**config.mk**
```make
export PLATFORM = sky130hd
export DESIGN_NAME = wb_port_arbiter
export DESIGN_NICKNAME = d
export VERILOG_FILES = /design/src/rtl/wb_arb_pkg.sv /design/src/rtl/wb_scoreboard.sv /design/src/rtl/wb_port_arbiter.sv
export SDC_FILE = /design/constraint.sdc
export NUM_CORES = 1
export LEC_CHECK = 0
export ABC_AREA = 1
export ABC_CLOCK_PERIOD_IN_PS = 2000
export CORE_ASPECT_RATIO = 0.9
export CORE_MARGIN = 5
export CORE_UTILIZATION = 39
export DETAILED_ROUTE_END_ITERATION = 6
export PLACE_DENSITY = 0.93
export SLEW_MARGIN = 20
export SYNTH_ARGS = -nofsm -noshare
export SYNTH_HDL_FRONTEND = slang
export SYNTH_HIERARCHICAL = 1
export SYNTH_SLANG_ARGS = --single-unit
```
**constraint.sdc**
```tcl
create_clock -name i_clk -period 2 [get_ports i_clk]
set_input_delay 0.5 -clock i_clk [delete_from_list [all_inputs] [get_ports i_clk]]
set_output_delay 0.5 -clock i_clk [all_outputs]
set_load 0.02 [all_outputs]
```
**src/rtl/wb_arb_pkg.sv**
```systemverilog
// Shared definitions for the register-file write-port arbiter: FSM encoding,
// default starvation limit and the wait-counter width helper.
package wb_arb_pkg;

  typedef enum logic {
    ST_NORMAL = 1'b0,
    ST_FORCE  = 1'b1
  } arb_state_t;

  localparam int MAX_WAIT_DEFAULT = 4;

  function automatic int cnt_width(input int max_wait);
    return $clog2(max_wait + 1);
  endfunction

endpackage

```
**src/rtl/wb_scoreboard.sv**
```systemverilog
// Busy scoreboard of registers with outstanding MDU results, plus the
// three-address decode hazard lookup. x0 is never marked busy.
module wb_scoreboard
  import wb_arb_pkg::*;
#(
  parameter int ADDR_W = 5,
  parameter int NREGS  = 32
) (
  input  logic              i_clk,
  input  logic              i_rst,
  input  logic              i_clk_enable,
  input  logic              i_set_valid,
  input  logic [ADDR_W-1:0] i_set_rd,
  input  logic              i_clr_valid,
  input  logic [ADDR_W-1:0] i_clr_rd,
  input  logic              i_dec_valid,
  input  logic [ADDR_W-1:0] i_dec_rs1,
  input  logic [ADDR_W-1:0] i_dec_rs2,
  input  logic [ADDR_W-1:0] i_dec_rd,
  output logic              o_hazard_stall,
  output logic [NREGS-1:0]  o_busy_mask
);

  logic [NREGS-1:0] busy_q;
  logic [NREGS-1:0] busy_nxt;

  // Clear is applied first so a same-cycle issue to that register wins.
  always_comb begin
    busy_nxt = busy_q;
    if (i_clr_valid) busy_nxt[i_clr_rd] = 1'b0;
    if (i_set_valid && (i_set_rd != '0)) busy_nxt[i_set_rd] = 1'b1;
    busy_nxt[0] = 1'b0;
  end

  always_ff @(posedge i_clk or posedge i_rst) begin
    if (i_rst) begin
      busy_q <= '0;
    end else if (i_clk_enable) begin
      busy_q <= busy_nxt;
    end
  end

  assign o_hazard_stall = i_dec_valid &
                          (busy_q[i_dec_rs1] | busy_q[i_dec_rs2] | busy_q[i_dec_rd]);
  assign o_busy_mask    = busy_q;

endmodule

```
**src/rtl/wb_port_arbiter.sv**
```systemverilog
// Register-file write-port arbiter between the WB stage and the MDU.
// Define WB_ARB_STARVE_GUARD_EN to add the MDU starvation guard (wait counter + FORCE state).
//
// state     | meaning
// ST_NORMAL | pipeline has priority, MDU denials are counted
// ST_FORCE  | one cycle of MDU priority after MAX_WAIT consecutive denials
module wb_port_arbiter
  import wb_arb_pkg::*;
#(
  parameter int DATA_W   = 32,
  parameter int ADDR_W   = 5,
  parameter int NREGS    = 32,
  parameter int MAX_WAIT = MAX_WAIT_DEFAULT
) (
  input  logic              i_clk,
  input  logic              i_rst,
  input  logic              i_clk_enable,
  input  logic              i_pipe_valid,
  input  logic [ADDR_W-1:0] i_pipe_rd,
  input  logic [DATA_W-1:0] i_pipe_data,
  output logic              o_pipe_stall,
  input  logic              i_mdu_valid,
  input  logic [ADDR_W-1:0] i_mdu_rd,
  input  logic [DATA_W-1:0] i_mdu_data,
  output logic              o_mdu_ready,
  input  logic              i_issue_valid,
  input  logic [ADDR_W-1:0] i_issue_rd,
  input  logic              i_dec_valid,
  input  logic [ADDR_W-1:0] i_dec_rs1,
  input  logic [ADDR_W-1:0] i_dec_rs2,
  input  logic [ADDR_W-1:0] i_dec_rd,
  output logic              o_hazard_stall,
  output logic              o_reg_write,
  output logic [ADDR_W-1:0] o_wr_addr,
  output logic [DATA_W-1:0] o_wr_data,
  output logic [NREGS-1:0]  o_busy_mask
);

  logic force_mode;
  logic mdu_ready;
  logic mdu_grant;
  logic pipe_stall;
  logic pipe_grant;
  logic [ADDR_W-1:0] wr_addr;
  logic [DATA_W-1:0] wr_data;

`ifdef WB_ARB_STARVE_GUARD_EN
  localparam int CNT_W = cnt_width(MAX_WAIT);

  arb_state_t       state_q;
  logic [CNT_W-1:0] wait_cnt_q;
  logic             mdu_denied;

  assign force_mode = (state_q == ST_FORCE);
  assign mdu_denied = i_mdu_valid & ~mdu_ready;

  always_ff @(posedge i_clk or posedge i_rst) begin
    if (i_rst) begin
      state_q    <= ST_NORMAL;
      wait_cnt_q <= '0;
    end else if (i_clk_enable) begin
      case (state_q)
        ST_NORMAL: begin
          if (mdu_grant) begin
            wait_cnt_q <= '0;
          end else if (mdu_denied) begin
            if (wait_cnt_q == CNT_W'(MAX_WAIT - 1)) begin
              state_q    <= ST_FORCE;
              wait_cnt_q <= '0;
            end else begin
              wait_cnt_q <= wait_cnt_q + CNT_W'(1);
            end
          end
        end
        ST_FORCE: begin
          state_q    <= ST_NORMAL;
          wait_cnt_q <= '0;
        end
        default: begin
          state_q    <= ST_NORMAL;
          wait_cnt_q <= '0;
        end
      endcase
    end
  end
`else
  // Strict pipeline priority: the MDU only gets the port on idle WB cycles.
  assign force_mode = 1'b0;
`endif

  assign mdu_ready  = i_clk_enable & (force_mode | ~i_pipe_valid);
  assign mdu_grant  = mdu_ready & i_mdu_valid;
  assign pipe_stall = force_mode & i_pipe_valid & i_mdu_valid;
  assign pipe_grant = i_pipe_valid & ~pipe_stall;

  always_comb begin
    wr_addr = '0;
    wr_data = '0;
    if (mdu_grant) begin
      wr_addr = i_mdu_rd;
      wr_data = i_mdu_data;
    end else if (pipe_grant) begin
      wr_addr = i_pipe_rd;
      wr_data = i_pipe_data;
    end
  end

  // x0 writes are still granted (and consumed) but never reach the file.
  assign o_reg_write  = i_clk_enable & (mdu_grant | pipe_grant) & (wr_addr != '0);
  assign o_wr_addr    = wr_addr;
  assign o_wr_data    = wr_data;
  assign o_mdu_ready  = mdu_ready;
  assign o_pipe_stall = pipe_stall;

  wb_scoreboard #(
    .ADDR_W (ADDR_W),
    .NREGS  (NREGS)
  ) u_scoreboard (
    .i_clk          (i_clk),
    .i_rst          (i_rst),
    .i_clk_enable   (i_clk_enable),
    .i_set_valid    (i_issue_valid),
    .i_set_rd       (i_issue_rd),
    .i_clr_valid    (mdu_grant),
    .i_clr_rd       (i_mdu_rd),
    .i_dec_valid    (i_dec_valid),
    .i_dec_rs1      (i_dec_rs1),
    .i_dec_rs2      (i_dec_rs2),
    .i_dec_rd       (i_dec_rd),
    .o_hazard_stall (o_hazard_stall),
    .o_busy_mask    (o_busy_mask)
  );

endmodule

```
==> results of run 1 <==
[power by group through the flow]
stage               registers, mW  clock network, mW  logic (mW)
floorplan                    1.03                  0       0.577
global route                0.999              0.501        1.91
detailed placement          0.961                  0        1.66
global placement            0.961                  0        1.61
CTS                         0.952              0.471        1.71
finish                      0.993              0.463        1.80
[Yosys cell counts (2+ instances only)]
| cell type | instances |
|---|---|
| nand2_1 | 129 |
| nand3_1 | 90 |
| o21ai_0 | 62 |
| inv_1 | 54 |
| a22o_1 | 32 |
| dfrtp_1 | 31 |
| buf_6 | 9 |
| nand4_1 | 9 |
| buf_2 | 7 |
| buf_4 | 5 |
| inv_2 | 5 |
| nor3_1 | 5 |
| nor2_1 | 4 |
| inv_4 | 3 |
| a21oi_1 | 2 |
| conb_1 | 2 |
| nand2_2 | 2 |
| nand3_2 | 2 |
[layout by cell type, fill, tap and decap left out, types with 4 or more instances in the layout]
cell type,instances
buf_4,75
clkdlybuf4s50_1,102
nand2_2,15
dlygate4sd2_1,10
dfrtp_2,19
nand4_1,9
a22o_1,32
o21ai_0,62
dfrtp_1,12
clkbuf_2,14
clkbuf_8,5
dlymetal6s2s_1,7
inv_2,10
nand2_1,114
buf_6,12
clkdlybuf4s15_2,22
inv_1,46
buf_2,4
nand3_2,21
nand3_1,70
[routing by layer]
layer | track usage (%) | share of wire (%)
met1 | 33.91 | 34
met2 | 54.14 | 50
met3 | 6.008 | 11
met4 | 13.84 | 4.8
met5 | 0 | 0
[layout make-up]
type                            instances  area [µm²]
Clock buffer                            7       76.32
Clock inverter                          1       5.005
Fill cell                             535        1828
Inverter                               63       284.0
Multi-Input combinational cell        343        1878
Sequential cell                        31       799.5
Tap cell                               96       120.1
Timing Repair Buffer                  255        2405
Timing Repair inverter                  3       36.28
[worst max-delay path, stage by stage]
cell      delay (ns)
buf_12          0.12
buf_12          0.14
clkinv_8        0.06
nand2_1         0.06
nand3_1         0.10
nand3_2         0.07
nand2_2         0.08
nand2_2         0.05
nand2_1         0.09
nand2_1         0.06
nand2_1         0.07
inv_2           0.04
a21oi_2         0.11
buf_4           0.14
[cells by family (layout without fill, tap and decap cells)]
kind of cell / count (synthesis) / after routing / synth area share [%]
compound gates: 98 / 98 / 21.14
buf+inv: 85 / 329 / 15.23
flops: 31 / 31 / 26.53
other cells: 2 / 2 / 0.2568
simple gates: 243 / 243 / 36.84
[repair_timing]
| item | in CTS | in global routing |
|---|---|---|
| setup buffers | 8 | 1 |
| pin swaps | 21 | 31 |
| gates cloned | 5 | 1 |
| gates resized for setup | 189 | 95 |
| endpoints found under the setup margin | 73 | 44 |
[worst min-delay path by stage]
stage / cells past startpoint / to / startpoint / slack, ns
floorplan: 1 / u_scoreboard/o_busy_mask[10]$_DFFE_PP0P_ / i_rst / 0.60
global route: 3 / u_scoreboard/o_busy_mask[11]$_DFFE_PP0P_ / i_rst / 0.64
CTS: 2 / u_scoreboard/o_busy_mask[4]$_DFFE_PP0P_ / u_scoreboard/o_busy_mask[4]$_DFFE_PP0P_ / 0.60
detailed placement: 2 / u_scoreboard/o_busy_mask[4]$_DFFE_PP0P_ / u_scoreboard/o_busy_mask[4]$_DFFE_PP0P_ / 0.60
global placement: 2 / u_scoreboard/o_busy_mask[4]$_DFFE_PP0P_ / u_scoreboard/o_busy_mask[4]$_DFFE_PP0P_ / 0.60
finish: 2 / u_scoreboard/o_busy_mask[7]$_DFFE_PP0P_ / u_scoreboard/o_busy_mask[7]$_DFFE_PP0P_ / 0.60
==> metrics.txt, run 1 <==
fin area=0.005604 mm²; Setup crit end=o_hazard_stall; R2R depth=3; global-route usage over all layers=30.23%; CTS root buf=clkbuf_8; register area share after synthesis=26.53%; Syn Area/Cell=6.370 µm²; worst vdd rail ir drop=0.2868 mV; Mapped Cells=459; vias in the first global route=4475; Distinct cells, synth=24; Mapped Nets=560; Hold Violations, Final=0; Slew Viols, Final=0; dpl hpwl=11130 µm; max-cap violation count=0; crit start category=input pin; crit-path max FO=7; H-tree depth=2; Longest Clk Path Bufs=2; layout cells sized above 1=31.86%; CTS tree=built; Rows=30; Post-CTS Hold Fix Bufs=0; pre-CTS setup slack=-1.013 ns; capture point of the worst reg-to-reg path=u_scoreboard/o_busy_mask[17]$_DFFE_PP0P_; largest net degree at the start of global routing=33; I/O Buffers=171; setup_tns=-0.2001 ns; number of flip-flops in the largest register=31; Yosys warning total=6; post-synth top area share=26.53%; CTS buffer count=5; antenna cells=0; die area=0.009332 mm²; Initial Util=39.34%; Worst Setup SP=i_dec_rd[0]; Seq pwr share=30.5%; Worst-path clk slew=0.06 ns; Die Height=92.15 µm; post-route non-filler standard cell count=799; mapped cell area=0.002924 mm²; global-route wire length before repair=22540 µm; RR Startpoint=u_scoreboard/o_busy_mask[17]$_DFFE_PP0P_; Pre-antenna DRT Iters=6; Synth Register Bits=31; Sw Share=41.05%; drt initial violations=436; total number of vias=4637; worst setup path class=input pin to output pin; min-delay worst type=flip-flop to flip-flop; CP arrival=1.70 ns; clk_skew=0 ns; grt ovf=0; clk_lat worst skew=0.27 ns; violated checks=setup timing; Die Wd=101.3 µm; WL final=15140 µm; wire length per cell=18.94 µm; Sw Pwr=1.336 mW; power density over cell area=580.6 mW/mm²; Period minus WS final=2.200 ns; Leak Pwr=2.677 nW; Final Hold Slack=0.6047 ns; clock network power share=14.2%; power share of the combinational group=55.3%; DR DRC count=0; Synth area leaders=dfrtp_1, nand2_1, nand3_1; routed vias/inst=5.804; total chip power=3.254 mW; fin crit share=110.0%; RSZ-0062 raised after global routing=yes; Ports=174; status=finished with violations; Layout Utilization=75.40%; Post-synth ARST share=100.0%; Top FF cell, synth=dfrtp_1; leading area contributor after synthesis=dfrtp_1; Nets=803; CTS Sinks=31; DP Area=0.005127 mm²; number of synthesized flops with an enable pin=0; Layout Area Growth over Synthesis=91.66%; CORE AREA=0.007432 mm²; RD Place Congestion=0.9627; dpl cells=776; Worst setup EP type=output pin; final worst slack=-0.2001 ns; Peak Freq=454.5 MHz; Final setup viols=1; initial antenna violation count=0; reg-to-reg slack, setup=0.99 ns; Worst Path Required=1.50 ns; Pint=1.918 mW; Final ANT Viol Nets=0
(Power assumes the default switching activity.)
==> run 2, diff against run 1 <==
GPL_ROUTABILITY_DRIVEN = 1   (was not set)
RECOVER_POWER = 25   (was not set)
==> run 2 against run 1 <==
  * The flow still finishes with violations (setup timing)
  * Clock skew did not move
  * Final area barely moved
  * Combinational power barely moved
  * Clock-buffer cell count did not move
  * Largest cell class unchanged
==> metrics.txt, run 2 (synthesized netlist as in run 1, its figures left out) <==
status=finished with violations; violated checks=setup timing; Period minus WS final=2.203 ns (+0.002507 ns); vias in the first global route=4475 (unchanged); Slew Viols, Final=0 (unchanged); Die Height=92.15 µm (unchanged); CTS buffer count=5 (unchanged); commonest cells after routing, fill and taps aside=nand2_1, clkdlybuf4s50_1, buf_4; power density over cell area=581.2 mW/mm² (about the same); H-tree depth=2 (unchanged); total number of vias=4649 (+0.26%); die area=0.009332 mm² (unchanged); commonest non-fill, non-tap cell in the layout=nand2_1; CP arrival=1.70 ns (about the same); largest net degree at the start of global routing=33 (unchanged); CTS root buf=clkbuf_8; crit-path max FO=7 (unchanged); grt ovf=0 (unchanged); global-route wire length before repair=22540 µm (unchanged); Final setup viols=1 (unchanged); Final ANT Viol Nets=0 (unchanged); slew at the pin with the worst max-slew slack=0.7975 ns; layout cells sized above 1=31.86% (unchanged); routed vias/inst=5.819 (+0.26%); global-route usage over all layers=30.23% (unchanged); Initial Util=39.34% (unchanged); worst setup path class=input pin to output pin; clk_skew=0 ns (unchanged); setup_tns=-0.2026 ns (-0.002507 ns); number of flip-flops in the largest register=31 (unchanged); dpl hpwl=11130 µm (unchanged); max-cap violation count=0 (unchanged); worst vdd rail ir drop=0.2869 mV (about the same); antenna cells=0 (unchanged); Nets=803 (unchanged); total chip power=3.256 mW (about the same); fillcell total=536 (+0.19%); Pre-antenna DRT Iters=6 (unchanged); RD Place Congestion=0.9627 (unchanged); Longest Clk Path Bufs=2 (unchanged); fin crit share=110.1% (+0.13 points); wire length per cell=18.94 µm (about the same); WL final=15130 µm (about the same); clk_lat worst skew=0.27 ns (about the same); CTS Sinks=31 (unchanged); FF/Latch Area=799.5 µm² (unchanged); Leak Pwr=2.677 nW (about the same); CTS tree=built; Layout Area Growth over Synthesis=91.57% (about the same); DR DRC count=0 (unchanged); Worst Path Required=1.50 ns (about the same); drt initial violations=436 (unchanged); Slew HR=46.83%; initial antenna violation count=0 (unchanged); Worst setup EP type=output pin; Ports=174 (unchanged); area of the multi-input gates=0.001878 mm² (unchanged); min-delay worst type=flip-flop to flip-flop; Peak Freq=454.0 MHz (-0.11%); Hold Violations, Final=0 (unchanged); crit start category=input pin; RSZ-0062 raised after global routing=yes; Worst-path clk slew=0.06 ns (about the same); Die Wd=101.3 µm (unchanged); I/O Buffers=171 (unchanged); final worst slack=-0.2026 ns (-0.002507 ns); Rows=30 (unchanged); CORE AREA=0.007432 mm² (unchanged)
==> run 2: cell types whose count changed in the layout (fill, tap and decap cells not counted) <==
cell	delta
buf_4	-1
clkbuf_2	+1
clkdlybuf4s50_1	-1
dlygate4sd3_1	+1
==> run 2: per-layer routing <==
layer | part of all wire (%) | vias up | GRT usage, %
li1 | - | 2038 | -
met1 | 34 | 2117 | 33.91
met2 | 50 | 401 | 54.14
met3 | 11 | 93 | 6.008
met4 | 5.3 | 0 | 13.84
met5 | 0 | - | 0
==> run 2: timing repair <==
action / 4_1_cts / 5_1_grt
hold buffers: 0 / 0
pin swaps: 21 / 31
hold endpoints to repair: 0 / 0
buffers inserted: 8 / 1
resized for setup: 189 / 95
cloned: 5 / 1
setup endpoints to repair: 73 / 44
==> run 2: report_power, final <==
part / internal [mW] / total [mW] / switching (mW)
logic: 0.909 / 1.80 / 0.888
clock network: 0.244 / 0.464 / 0.220
registers: 0.764 / 0.995 / 0.230
total: 1.92 / 3.26 / 1.34
==> run 2: metrics by stage <==
step | instance area (µm²) | hold slack [ns] | instances | utilization (%) | worst slack, ns
global route | 5602 | 0.6426 | 799 | 75.37 | -0.2556
floorplan | 2924 | 0.6035 | 459 | - | 0.02960
finish | 5602 | 0.6071 | 799 | 75.37 | -0.2026
detailed placement | 5127 | 0.6040 | 776 | 68.99 | -1.013
global placement | 5127 | 0.6019 | 776 | 68.99 | -1.033
CTS | 5434 | 0.6016 | 797 | 73.11 | -0.1100
==> run 2: path summary, 6_finish.rpt <==
path | from | endpoint | slack [ns] | depth (start not counted)
min | u_scoreboard/o_busy_mask[7]$_DFFE_PP0P_ | u_scoreboard/o_busy_mask[7]$_DFFE_PP0P_ | 0.61 | 2
max reg2reg | u_scoreboard/o_busy_mask[17]$_DFFE_PP0P_ | u_scoreboard/o_busy_mask[17]$_DFFE_PP0P_ | 0.99 | 3
max in group asynchronous | i_rst | u_scoreboard/o_busy_mask[6]$_DFFE_PP0P_ | 0.55 | 3
min reg2reg | u_scoreboard/o_busy_mask[7]$_DFFE_PP0P_ | u_scoreboard/o_busy_mask[7]$_DFFE_PP0P_ | 0.61 | 2
max | i_dec_rd[0] | o_hazard_stall | -0.20 | 14
min in group asynchronous | i_rst | u_scoreboard/o_busy_mask[8]$_DFFE_PP0P_ | 0.89 | 3
==> run 2: worst max-delay path, stage by stage <==
cell,delay (ns)
buf_12,0.12
buf_12,0.14
clkinv_8,0.06
nand2_1,0.06
nand3_1,0.10
nand3_2,0.07
nand2_2,0.08
nand2_2,0.05
nand2_1,0.09
nand2_1,0.06
nand2_1,0.07
inv_2,0.04
a21oi_2,0.11
buf_4,0.14
==> run 2: area by class of cell <==
| class | instances | share of cell area, % |
|---|---|---|
| repair inverters | 3 | 0.6478 |
| flip-flops and latches | 31 | 14.27 |
| multi-input cells | 343 | 33.53 |
| repair buffers | 255 | 42.89 |
| inverters | 63 | 5.070 |
| clock inverters | 1 | 0.08935 |
| clock buffers | 7 | 1.363 |
| well taps | 96 | 2.144 |
==> run 3, diff against run 2 <==
ABC_AREA = 0   (was 1)
CORE_UTILIZATION = 37   (was 39)
PLACE_DENSITY = 0.92   (was 0.93)
==> run 3 against run 2 <==
  * The run still ends with setup timing left
  * Critical path type unchanged
  * Largest power group unchanged
  * Largest cell class unchanged
  * Cell count decreased by 23%
  * Routed wire length decreased by 14%
  * Maximum frequency decreased by 12%
  * Combinational power decreased by 5%
  * Clock skew unchanged
  * Register-to-register slack improved by 0.07 ns
==> metrics.txt, run 3 <==
fin crit share=125.1% (+15 points); total number of vias=3588 (-23%); Worst-path clk slew=0.06 ns (about the same); total chip power=3.288 mW (+0.99%); simple-gate share of the synthesized area=16.81% (-20 points); hold path depth=2 (unchanged); Mapped Nets=366 (-35%); Layout Area Growth over Synthesis=100.2%; Post-CTS Hold Fix Bufs=0 (unchanged); Worst Path Required=1.50 ns (about the same); Post-synth ARST share=100.0% (unchanged); Nets=622 (-23%); Final Hold Slack=0.6205 ns (+0.01341 ns); RSZ-0062 raised after global routing=yes; final worst slack=-0.5028 ns (-0.3002 ns); Crit path largest cell delay=0.37 ns (+0.23 ns); global-route wire length before repair=19980 µm (-11%); post-synth top area share=29.11% (+2.6 points); leading area contributor after synthesis=dfrtp_1; WL final=13060 µm (-14%); Leak Pwr=2.303 nW (-14%); grt ovf=0 (unchanged); routed vias/inst=5.834 (+0.27%); Final ANT Viol Nets=0 (unchanged); Top FF cell, synth=dfrtp_1; number of flip-flops in the largest register=31 (unchanged); setup_tns=-0.5028 ns (-0.3002 ns); drt initial violations=424 (-2.8%); commonest non-fill, non-tap cell in the layout=clkdlybuf4s50_1; max-cap violation count=0 (unchanged); Slew Viols, Final=0 (unchanged); FF/Latch Area=784.5 µm² (-1.9%); clk_lat worst skew=0.28 ns (about the same); Synth Register Bits=31 (unchanged); Synth Area in Compound Gates=25.54% (+4.4 points); layout cells sized above 1=40.80% (+8.9 points); mux cell area share after synthesis=22.58% (+23 points); WP buf/inv=2 (-3); capture point of the worst reg-to-reg path=u_scoreboard/o_busy_mask[18]$_DFFE_PP0P_; R2R depth=3 (unchanged); reg-to-reg slack, setup=1.06 ns (+0.07 ns); violated checks=setup timing; slew at the pin with the worst max-slew slack=0.7576 ns (-0.03992 ns); Mapped Cells=265 (-42%); Period minus WS final=2.503 ns (+0.3002 ns); CP top delay family=buffers and inverters; Longest Clk Path Bufs=2 (unchanged); H-tree depth=2 (unchanged); CORE AREA=0.007039 mm² (-5.3%); RD Place Congestion=0.9466 (-1.7%); antenna cells=0 (unchanged); Worst setup EP type=output pin; CTS buffer count=5 (unchanged); register area share after synthesis=29.11% (+2.6 points); area of the multi-input gates=0.001887 mm² (+0.47%); Synth area leaders=dfrtp_1, o21ai_0, mux4_2; CP arrival=2.00 ns (+0.30 ns); Ports=174 (unchanged); Hold Violations, Final=0 (unchanged); status=finished with violations; crit start category=input pin; number of synthesized flops with an enable pin=0 (unchanged); CTS Sinks=31 (unchanged); DR DRC count=0 (unchanged); worst vdd rail ir drop=0.3802 mV (+33%); vias in the first global route=3843 (-14%); Die Wd=99.46 µm (-1.8%); commonest cells after routing, fill and taps aside=clkdlybuf4s50_1, buf_4, o21ai_0; Pre-antenna DRT Iters=5 (-1); CP max stage cell=clkdlybuf4s15_1; mapped cell area=0.002665 mm² (-8.9%); Worst Setup SP=i_dec_rs2[2]; min-delay worst type=flip-flop to flip-flop; cells along the critical path=clkdlybuf4s15_1 -> mux4_2 -> nand4b_1 -> nand4_1 -> nor3_2 -> a31oi_2 -> buf_4; xor and xnor area share after synthesis=0% (unchanged); Worst Hold Endpoint=u_scoreboard/o_busy_mask[11]$_DFFE_PP0P_; Final setup viols=1 (unchanged); worst setup path class=input pin to output pin; most instantiated cells after synthesis=o21ai_0, a22o_1, dfrtp_1; Layout Utilization=75.79% (+0.42 points); Distinct cells, synth=40 (+67%); Peak Freq=399.6 MHz (-12%); CTS tree=built; power density over cell area=616.2 mW/mm² (+6.0%); RR Startpoint=u_scoreboard/o_busy_mask[18]$_DFFE_PP0P_; Rows=29 (-3.3%); clk_skew=0 ns (unchanged); Syn Area/Cell=10.06 µm² (+58%); crit-path max FO=6 (-1); initial antenna violation count=0 (unchanged); Initial Util=37.86% (-1.5 points); Die Height=90.52 µm (-1.8%); largest net degree at the start of global routing=32 (-3.0%); I/O Buffers=171 (unchanged); Yosys warning total=6 (unchanged); wire length per cell=21.23 µm (+12%); Slew HR=49.49% (+2.7 points); die area=0.009003 mm² (-3.5%); dpl hpwl=10110 µm (-9.2%); global-route usage over all layers=27.84% (-2.4 points); hold_sp=u_scoreboard/o_busy_mask[11]$_DFFE_PP0P_; Post-Synth Adder-Cell Area=0% (unchanged); fillcell total=440 (-18%); largest family of logic cells by synthesized area=compound AO/OA/AOI/OAI gates; CTS root buf=clkbuf_8; count leader, synth=o21ai_0
[run 3: repair_timing]
action / 4_1_cts / 5_1_grt
setup endpoints to repair: 60 / 31
endpoints found under the hold margin: 0 / 0
gates cloned: 3 / 0
gates resized for setup: 233 / 22
buffers inserted: 13 / 0
pin swaps: 25 / 6
[run 3: worst max path at each step]
stage               cells past startpoint              to
global route                            9  o_hazard_stall
detailed placement                      8  o_hazard_stall
CTS                                     6  o_hazard_stall
global placement                        8  o_hazard_stall
finish                                  7  o_hazard_stall
floorplan                               6  o_hazard_stall
[run 3: report_power, final]
group / total [mW] / internal (mW) / switching (mW)
clock network: 0.634 / 0.403 / 0.231
registers: 0.940 / 0.755 / 0.185
logic: 1.71 / 0.970 / 0.744
total: 3.29 / 2.13 / 1.16
[run 3: worst reg2reg max path, stage by stage, from the launching register on]
cell and delay (ns):
dfrtp_1 0.41, buf_4 0.15, o21ai_0 0.10, o21ai_0 0.13
[run 3: area by class of cell]
type,count,area share [%]
Timing Repair Buffer,265,45.26
Multi-Input combinational cell,214,35.37
Sequential cell,31,14.70
Tap cell,93,2.181
Clock buffer,6,1.548
Clock inverter,2,0.6567
Inverter,4,0.2814
[run 3: cell families (layout without fill, tap and decap cells)]
| family | count (synthesis) | in the layout |
|---|---|---|
| compound gates | 108 | 108 |
| buf+inv | 20 | 277 |
| flops | 31 | 31 |
| mux | 31 | 31 |
| other cells | 2 | 2 |
| simple gates | 73 | 73 |
[run 3: through the flow]
| step | cells | area [µm²] | setup slack (ns) |
|---|---|---|---|
| final | 615 | 5335 | -0.5028 |
| after global placement | 591 | 5019 | -1.267 |
| after floorplan | 265 | 2694 | -0.2513 |
| after detailed placement | 591 | 5019 | -1.309 |
| after CTS | 615 | 5296 | -0.4682 |
| after global routing | 615 | 5335 | -0.5606 |
[run 3: layer usage]
layer,vias to the layer above,wire (µm),GRT usage [%]
met5,-,0,0
met1,1687,4287,28.81
li1,1573,-,-
met3,47,1395,7.876
met2,281,6849,51.34
met4,0,523,12.51
